--- config.mk ---
export PLATFORM = sky130hd
export DESIGN_NAME = fifo_rd_stream
export DESIGN_NICKNAME = d
export VERILOG_FILES = /design/src/rtl/fifo_rd_stream_pkg.sv /design/src/rtl/fifo_rd_skid_buf.sv /design/src/rtl/fifo_rd_stream.sv
export SDC_FILE = /design/constraint.sdc
export NUM_CORES = 1
export LEC_CHECK = 0
export BUFFER_PORTS_ARGS = -buffer_cell sky130_fd_sc_hd__buf_2
export CAP_MARGIN = 10
export CORE_MARGIN = 4
export CORE_UTILIZATION = 61
export CTS_BUF_LIST = sky130_fd_sc_hd__clkbuf_8
export CTS_CLUSTER_SIZE = 24
export DETAILED_ROUTE_END_ITERATION = 10
export PLACE_DENSITY = 0.81
export SETUP_SLACK_MARGIN = 0.1
export SLEW_MARGIN = 15
export SYNTH_ARGS = -nofsm -noshare
export SYNTH_HDL_FRONTEND = slang
export SYNTH_SLANG_ARGS = --single-unit
--- constraint.sdc ---
create_clock -name rd_clk -period 2.3 [get_ports rd_clk]
set_input_delay 0.23 -clock rd_clk [delete_from_list [all_inputs] [get_ports rd_clk]]
set_output_delay 0.23 -clock rd_clk [all_outputs]
set_load 0.01 [all_outputs]
--- src/rtl/fifo_rd_stream_pkg.sv ---
// Shared types and sizing helpers for the async_fifo read-side stream adapter.
package fifo_rd_stream_pkg;

    // Default data width; keep in step with async_fifo.
    localparam int FIFO_WIDTH_DEFAULT = 32;

    // Adapter operating state.
    typedef enum logic {
        RUN   = 1'b0,
        DRAIN = 1'b1
    } rd_state_t;

    // Pointer width for a buffer of 'depth' entries; counters use one extra bit
    // so they can hold the value 'depth' itself.
    function automatic int ptr_width(input int depth);
        return (depth > 1) ? $clog2(depth) : 1;
    endfunction

endpackage

--- src/rtl/fifo_rd_skid_buf.sv ---
// Small circular register buffer that soaks up words already requested from
// async_fifo. Head entry is presented straight from registers, so nothing on
// the write side reaches head_data combinationally. 'clear' empties the buffer
// and wins over push/pop in the same cycle.
module fifo_rd_skid_buf
    import fifo_rd_stream_pkg::*;
#(
    parameter int WIDTH = FIFO_WIDTH_DEFAULT,
    parameter int DEPTH = 4,
    localparam int PW   = ptr_width(DEPTH),
    localparam int CW   = PW + 1
) (
    input  logic             clk,
    input  logic             rst_n,
    input  logic             push,
    input  logic [WIDTH-1:0] push_data,
    input  logic             pop,
    input  logic             clear,
    output logic [WIDTH-1:0] head_data,
    output logic [CW-1:0]    occupancy
);

    logic [WIDTH-1:0] entry_q [DEPTH];
    logic [PW-1:0]    head_reg;
    logic [PW-1:0]    tail_reg;
    logic [CW-1:0]    occ_reg;
    logic             do_push;
    logic             do_pop;

    assign do_push = push && !clear;
    assign do_pop  = pop && !clear && (occ_reg != '0);

    genvar gi;
    generate
        for (gi = 0; gi < DEPTH; gi++) begin : g_entry
            logic [WIDTH-1:0] entry_reg;

            // Capture the incoming word when this slot is the tail.
            always_ff @(posedge clk or negedge rst_n) begin
                if (!rst_n) begin
                    entry_reg <= '0;
                end else if (do_push && (tail_reg == PW'(gi))) begin
                    entry_reg <= push_data;
                end
            end

            assign entry_q[gi] = entry_reg;
        end
    endgenerate

    // Pointers and occupancy; DEPTH is a power of two so pointers wrap naturally.
    always_ff @(posedge clk or negedge rst_n) begin
        if (!rst_n) begin
            head_reg <= '0;
            tail_reg <= '0;
            occ_reg  <= '0;
        end else if (clear) begin
            head_reg <= tail_reg;
            occ_reg  <= '0;
        end else begin
            if (do_push) begin
                tail_reg <= tail_reg + PW'(1);
            end
            if (do_pop) begin
                head_reg <= head_reg + PW'(1);
            end
            if (do_push && !do_pop) begin
                occ_reg <= occ_reg + CW'(1);
            end else if (!do_push && do_pop) begin
                occ_reg <= occ_reg - CW'(1);
            end
        end
    end

    assign head_data = entry_q[head_reg];
    assign occupancy = occ_reg;

    // The upstream credit scheme must never let a push land on a full buffer.
    a_no_overflow : assert property (@(posedge clk) disable iff (!rst_n)
        !(do_push && !do_pop && (occ_reg == CW'(DEPTH))));

endmodule

--- src/rtl/fifo_rd_stream.sv ---
// Read-side consumer for async_fifo in the rd_clk domain: issues rd_en against
// a credit budget, parks returning words in a skid buffer and presents them as
// a valid/ready stream. flush discards buffered and in-flight words.
// Optional build macro FIFO_RD_STREAM_STATS_EN adds word_count / stall_count.
module fifo_rd_stream
    import fifo_rd_stream_pkg::*;
#(
    parameter int WIDTH      = FIFO_WIDTH_DEFAULT,
    parameter int RD_LATENCY = 1,
    parameter int SKID_DEPTH = 4
) (
    input  logic             rd_clk,
    input  logic             async_rst_n,
    input  logic             empty,
    output logic             rd_en,
    input  logic             rd_valid,
    input  logic [WIDTH-1:0] rd_data,
    output logic             m_valid,
    output logic [WIDTH-1:0] m_data,
    input  logic             m_ready,
    input  logic             flush,
    output logic             flush_done,
    output logic             err_unexpected
`ifdef FIFO_RD_STREAM_STATS_EN
    ,
    output logic [31:0]      word_count,
    output logic [31:0]      stall_count
`endif
);

    localparam int PW = ptr_width(SKID_DEPTH);
    localparam int CW = PW + 1;

    generate
        if ((RD_LATENCY < 1) || (RD_LATENCY > 3) || (SKID_DEPTH < RD_LATENCY + 1) ||
            ((SKID_DEPTH & (SKID_DEPTH - 1)) != 0)) begin : g_bad_cfg
            $error("fifo_rd_stream: illegal RD_LATENCY / SKID_DEPTH combination");
        end
    endgenerate

    rd_state_t        state_reg;
    rd_state_t        state_next;
    logic [CW-1:0]    out_reg;
    logic             err_reg;
    logic [CW-1:0]    occupancy;
    logic [WIDTH-1:0] head_data;
    logic             credit_ok;
    logic             rd_accept;
    logic             unexpected;
    logic             buf_push;
    logic             buf_pop;
    logic             buf_clear;

    // Buffered words plus words still in flight must fit in the skid buffer.
    assign credit_ok  = ({1'b0, occupancy} + {1'b0, out_reg}) < (CW + 1)'(SKID_DEPTH);
    assign rd_en      = async_rst_n && (state_reg == RUN) && !empty && credit_ok;

    // A returning word only counts against a real outstanding request.
    assign rd_accept  = rd_valid && (out_reg != '0);
    assign unexpected = rd_valid && (out_reg == '0);

    assign buf_push   = rd_accept && (state_reg == RUN);
    assign buf_pop    = m_valid && m_ready;
    assign buf_clear  = flush && (state_reg == RUN);

    assign m_valid        = (occupancy != '0);
    assign m_data         = head_data;
    assign err_unexpected = err_reg;

    fifo_rd_skid_buf #(
        .WIDTH (WIDTH),
        .DEPTH (SKID_DEPTH)
    ) u_skid (
        .clk       (rd_clk),
        .rst_n     (async_rst_n),
        .push      (buf_push),
        .push_data (rd_data),
        .pop       (buf_pop),
        .clear     (buf_clear),
        .head_data (head_data),
        .occupancy (occupancy)
    );

    // Track reads requested but not yet returned.
    always_ff @(posedge rd_clk or negedge async_rst_n) begin
        if (!async_rst_n) begin
            out_reg <= '0;
        end else if (rd_en && !rd_accept) begin
            out_reg <= out_reg + CW'(1);
        end else if (!rd_en && rd_accept) begin
            out_reg <= out_reg - CW'(1);
        end
    end

    // Sticky flag for data that arrived with no request outstanding.
    always_ff @(posedge rd_clk or negedge async_rst_n) begin
        if (!async_rst_n) begin
            err_reg <= 1'b0;
        end else if (unexpected) begin
            err_reg <= 1'b1;
        end
    end

    // State register.
    always_ff @(posedge rd_clk or negedge async_rst_n) begin
        if (!async_rst_n) begin
            state_reg <= RUN;
        end else begin
            state_reg <= state_next;
        end
    end

    // Next state and flush completion: DRAIN waits out every in-flight word.
    always_comb begin
        state_next = state_reg;
        flush_done = 1'b0;
        case (state_reg)
            RUN: begin
                if (flush) begin
                    state_next = DRAIN;
                end
            end
            DRAIN: begin
                if (out_reg == '0) begin
                    flush_done = 1'b1;
                    state_next = RUN;
                end
            end
            default: begin
                state_next = RUN;
            end
        endcase
    end

`ifdef FIFO_RD_STREAM_STATS_EN
    // Delivered-word counter, wraps freely.
    always_ff @(posedge rd_clk or negedge async_rst_n) begin
        if (!async_rst_n) begin
            word_count <= '0;
        end else if (m_valid && m_ready) begin
            word_count <= word_count + 32'd1;
        end
    end

    // Backpressure cycle counter, sticks at all-ones.
    always_ff @(posedge rd_clk or negedge async_rst_n) begin
        if (!async_rst_n) begin
            stall_count <= '0;
        end else if (m_valid && !m_ready && (stall_count != '1)) begin
            stall_count <= stall_count + 32'd1;
        end
    end
`endif

endmodule
==> results.yml <==
clock_network:
  htree_num_levels: 4
  cts_sinks: 140
  numCtsBuffers: 17
  cts_tree: "built"
  cts_max_path_buffers: 2
  clock-root-buffer: "clkbuf_8"
  clk_pin_slew_ps: 80
  clk_latency_ps: 430
timing:
  worst_slack_ps: -11.4
  rsz0062_at_grt: "true"
  worst_pin_slew_ps: 712
  fmax_mhz: 433
  slew_headroom: 0.525
  slew_viol_final: 0
  setup_viol: 1
  finalCritPeriodShare: 1.00
  skew_ps: 10.7
  hold_viol_final: 0
  fin_tns_setup_ps: -11.4
  final.min_clock_period_ps: 2310
detailed_routing:
  vias_per_cell: 5.84
  avgRoutedWirePerCell_um: 21.2
  drt_iter0_drc: 248
  drtPass1Iterations: 4
  drc: 0
  ant_nets: 0
  wirelength_um: 13400
  vias: 3695
synthesis:
  synthMuxAreaShare: 0.378
  synth-edff-count: 0
  syn_nets: 439
  synth_xor_area_frac: 0.00880
  syn_area_per_cell_um2: 17.8
  synth_area_um2: 6970
  async_flop_share: 1.00
  synth-simple-area-share: 0.0341
  synthAdderAreaFrac: 0.0183
  synthCells: 392
  ys_seq_area_frac: 0.503
  synth_top_family_by_area: "multiplexers"
  synth_cell_types: 34
  yosys_warnings: 0
  synth-seq-cells: 140
  synth_flop_cell: "dfrtp_1"
  synth-compound-area-share: 0.0126
cells_and_area:
  drive_above_1_share: 0.609
  largest_register_ffs: 128
  fillers: 684
  diodes: 0
  area_delta_synth_final_pct: 13.9
  final_cell_mix: "dfrtp_1 (137), mux2_4 (121), buf_2 (72), mux4_2 (32), clkbuf_8 (17)"
  nets: 527
  final_common_cell: "dfrtp_1"
floorplan:
  rows: 38
  die_y_um: 115
  die-area_um2: 13200
  start_util: 0.632
  core_um2: 11000
  die_w_um: 115
  design.portCount: 74
global_routing:
  overflow: 0
  grt_use_total: 0.217
  grt_max_degree: 141
  grt_pass1_wl_um: 22000
  grt_pass1_vias: 4146
  grt_antenna_before_repair: 1
worst_setup_path:
  path_cells: "ha_4, nor4b_4, nand2_1, a31oi_4, ha_2, inv_2, fa_2, xor2_1, nor2_1, xor2_1"
  cp_slowest_cell: "dfrtp_2"
  crit_family: "adder cells"
  critPathLaunch: "out_reg[2]"
  arrival_ps: 2660
  crit_path_max_fanout: 3
  cp_num_buf_inv: 1
  timing.rr.start: "out_reg[2]"
  max_stage_delay_ps: 450
  path_class: "flop to flop"
  cp-start-kind: "flop"
  crit_path_end_kind: "flop"
  crit_top_cell: "xor2_1"
  crit_required_ps: 2650
power_and_ir_drop:
  p_leak_nw: 4.09
  powerDensity_nw_per_um2: 1370
  irDropWorstVdd_mv: 1.00
  fin_total_pwr_mw: 10.9
status:
  status: "finished, violations left"
  violations: "negative setup slack"
placement:
  dp_hpwl_um: 8060
  routabilityCongestion: 0.799
  port_buffers: 73
flow_run:
  cap_viol_max_count: 0
worst_hold_path:
  hold_path.class: "primary input to flop"
  min_from: "rd_valid"
-- worst paths after layout --
kind / endpoint / slack (ps) / cells after the start
max: out_reg[2] / -10 / 10
min: err_unexpected / 70 / 2
max reg2reg: out_reg[2] / -10 / 10
min reg2reg: err_unexpected / 460 / 1
max in group asynchronous: u_skid.head_reg[1] / 1230 / 3
min in group asynchronous: u_skid.g_entry[1].entry_reg[25] / 510 / 3
-- repair_timing --
| item | in CTS | in global routing |
|---|---|---|
| setup endpoints to repair | 2 | 3 |
| buffers inserted | 3 | 3 |
| hold buffers | 1 | 0 |
| endpoints found under the hold margin | 140 | 0 |
| resized for setup | 1 | 6 |
| pin swaps | 3 | 0 |
-- synthesized netlist by cell type, types with 2 or more instances --
master     count  share of area
dfrtp_1      140           0.50
mux2_4       120           0.26
mux4_2        32           0.10
buf_12        13          0.037
mux2_2         9          0.015
nor2_1         8         0.0043
ha_1           7          0.013
nand2_1        7         0.0038
inv_1          6         0.0032
o21ai_0        5         0.0036
buf_2          4         0.0029
clkbuf_1       4         0.0022
nand2_8        4          0.011
xnor2_1        4         0.0050
or3_1          3         0.0027
xor2_1         3         0.0038
and2_1         2         0.0018
fa_1           2         0.0057
nand3_1        2         0.0014
nor3_1         2         0.0014
o2111ai_1      2         0.0025
-- per-layer routing --
layer | global-route usage | part of all wire | routed length (um) | vias to the layer above
li1 | - | - | - | 1623
met1 | 0.294 | 0.44 | 5940 | 1964
met2 | 0.350 | 0.50 | 6700 | 94
met3 | 0.0579 | 0.047 | 632 | 12
met4 | 0.0587 | 0.0079 | 106 | 2
met5 | 0 | 0.0015 | 20 | -
-- stage by stage --
step | instances | cell area [um^2] | worst slack (ps) | utilization | hold slack (ps)
floorplan | 392 | 7000 | 109 | - | -65.6
CTS | 630 | 7890 | 87.5 | 0.715 | 35.0
global route | 633 | 7940 | -120 | 0.720 | 53.0
detailed placement | 594 | 7350 | 9.99 | 0.667 | 436
global placement | 594 | 7350 | 143 | 0.667 | 426
finish | 633 | 7940 | -11.4 | 0.720 | 70.0
-- logic make-up after synthesis --
kind of cell,count (synthesis)
AO/OA/AOI/OAI,13
XOR/XNOR,7
adder cells (fa/ha/maj),9
buffers and inverters,27
flip-flops,140
multiplexers,162
AND/OR/NAND/NOR,34
-- final cells by class --
| cell class | instances | area (um^2) | share of cell area |
|---|---|---|---|
| clock buffer | 17 | 234 | 0.0295 |
| clock inverter | 15 | 269 | 0.0339 |
| inverter | 6 | 22.5 | 0.00284 |
| multi-input combinational | 225 | 3200 | 0.404 |
| sequential | 140 | 3510 | 0.442 |
| tap | 140 | 175 | 0.0221 |
| timing repair buffer | 90 | 527 | 0.0664 |
-- where the power goes --
group	switching, mW	leakage, nW	total (mW)	internal, mW
registers	0.685	1.81	4.16	3.47
clock network	0.962	0.242	2.47	1.51
logic	1.62	2.03	4.25	2.63
No activity file was read; power rests on OpenSTA's default activity.
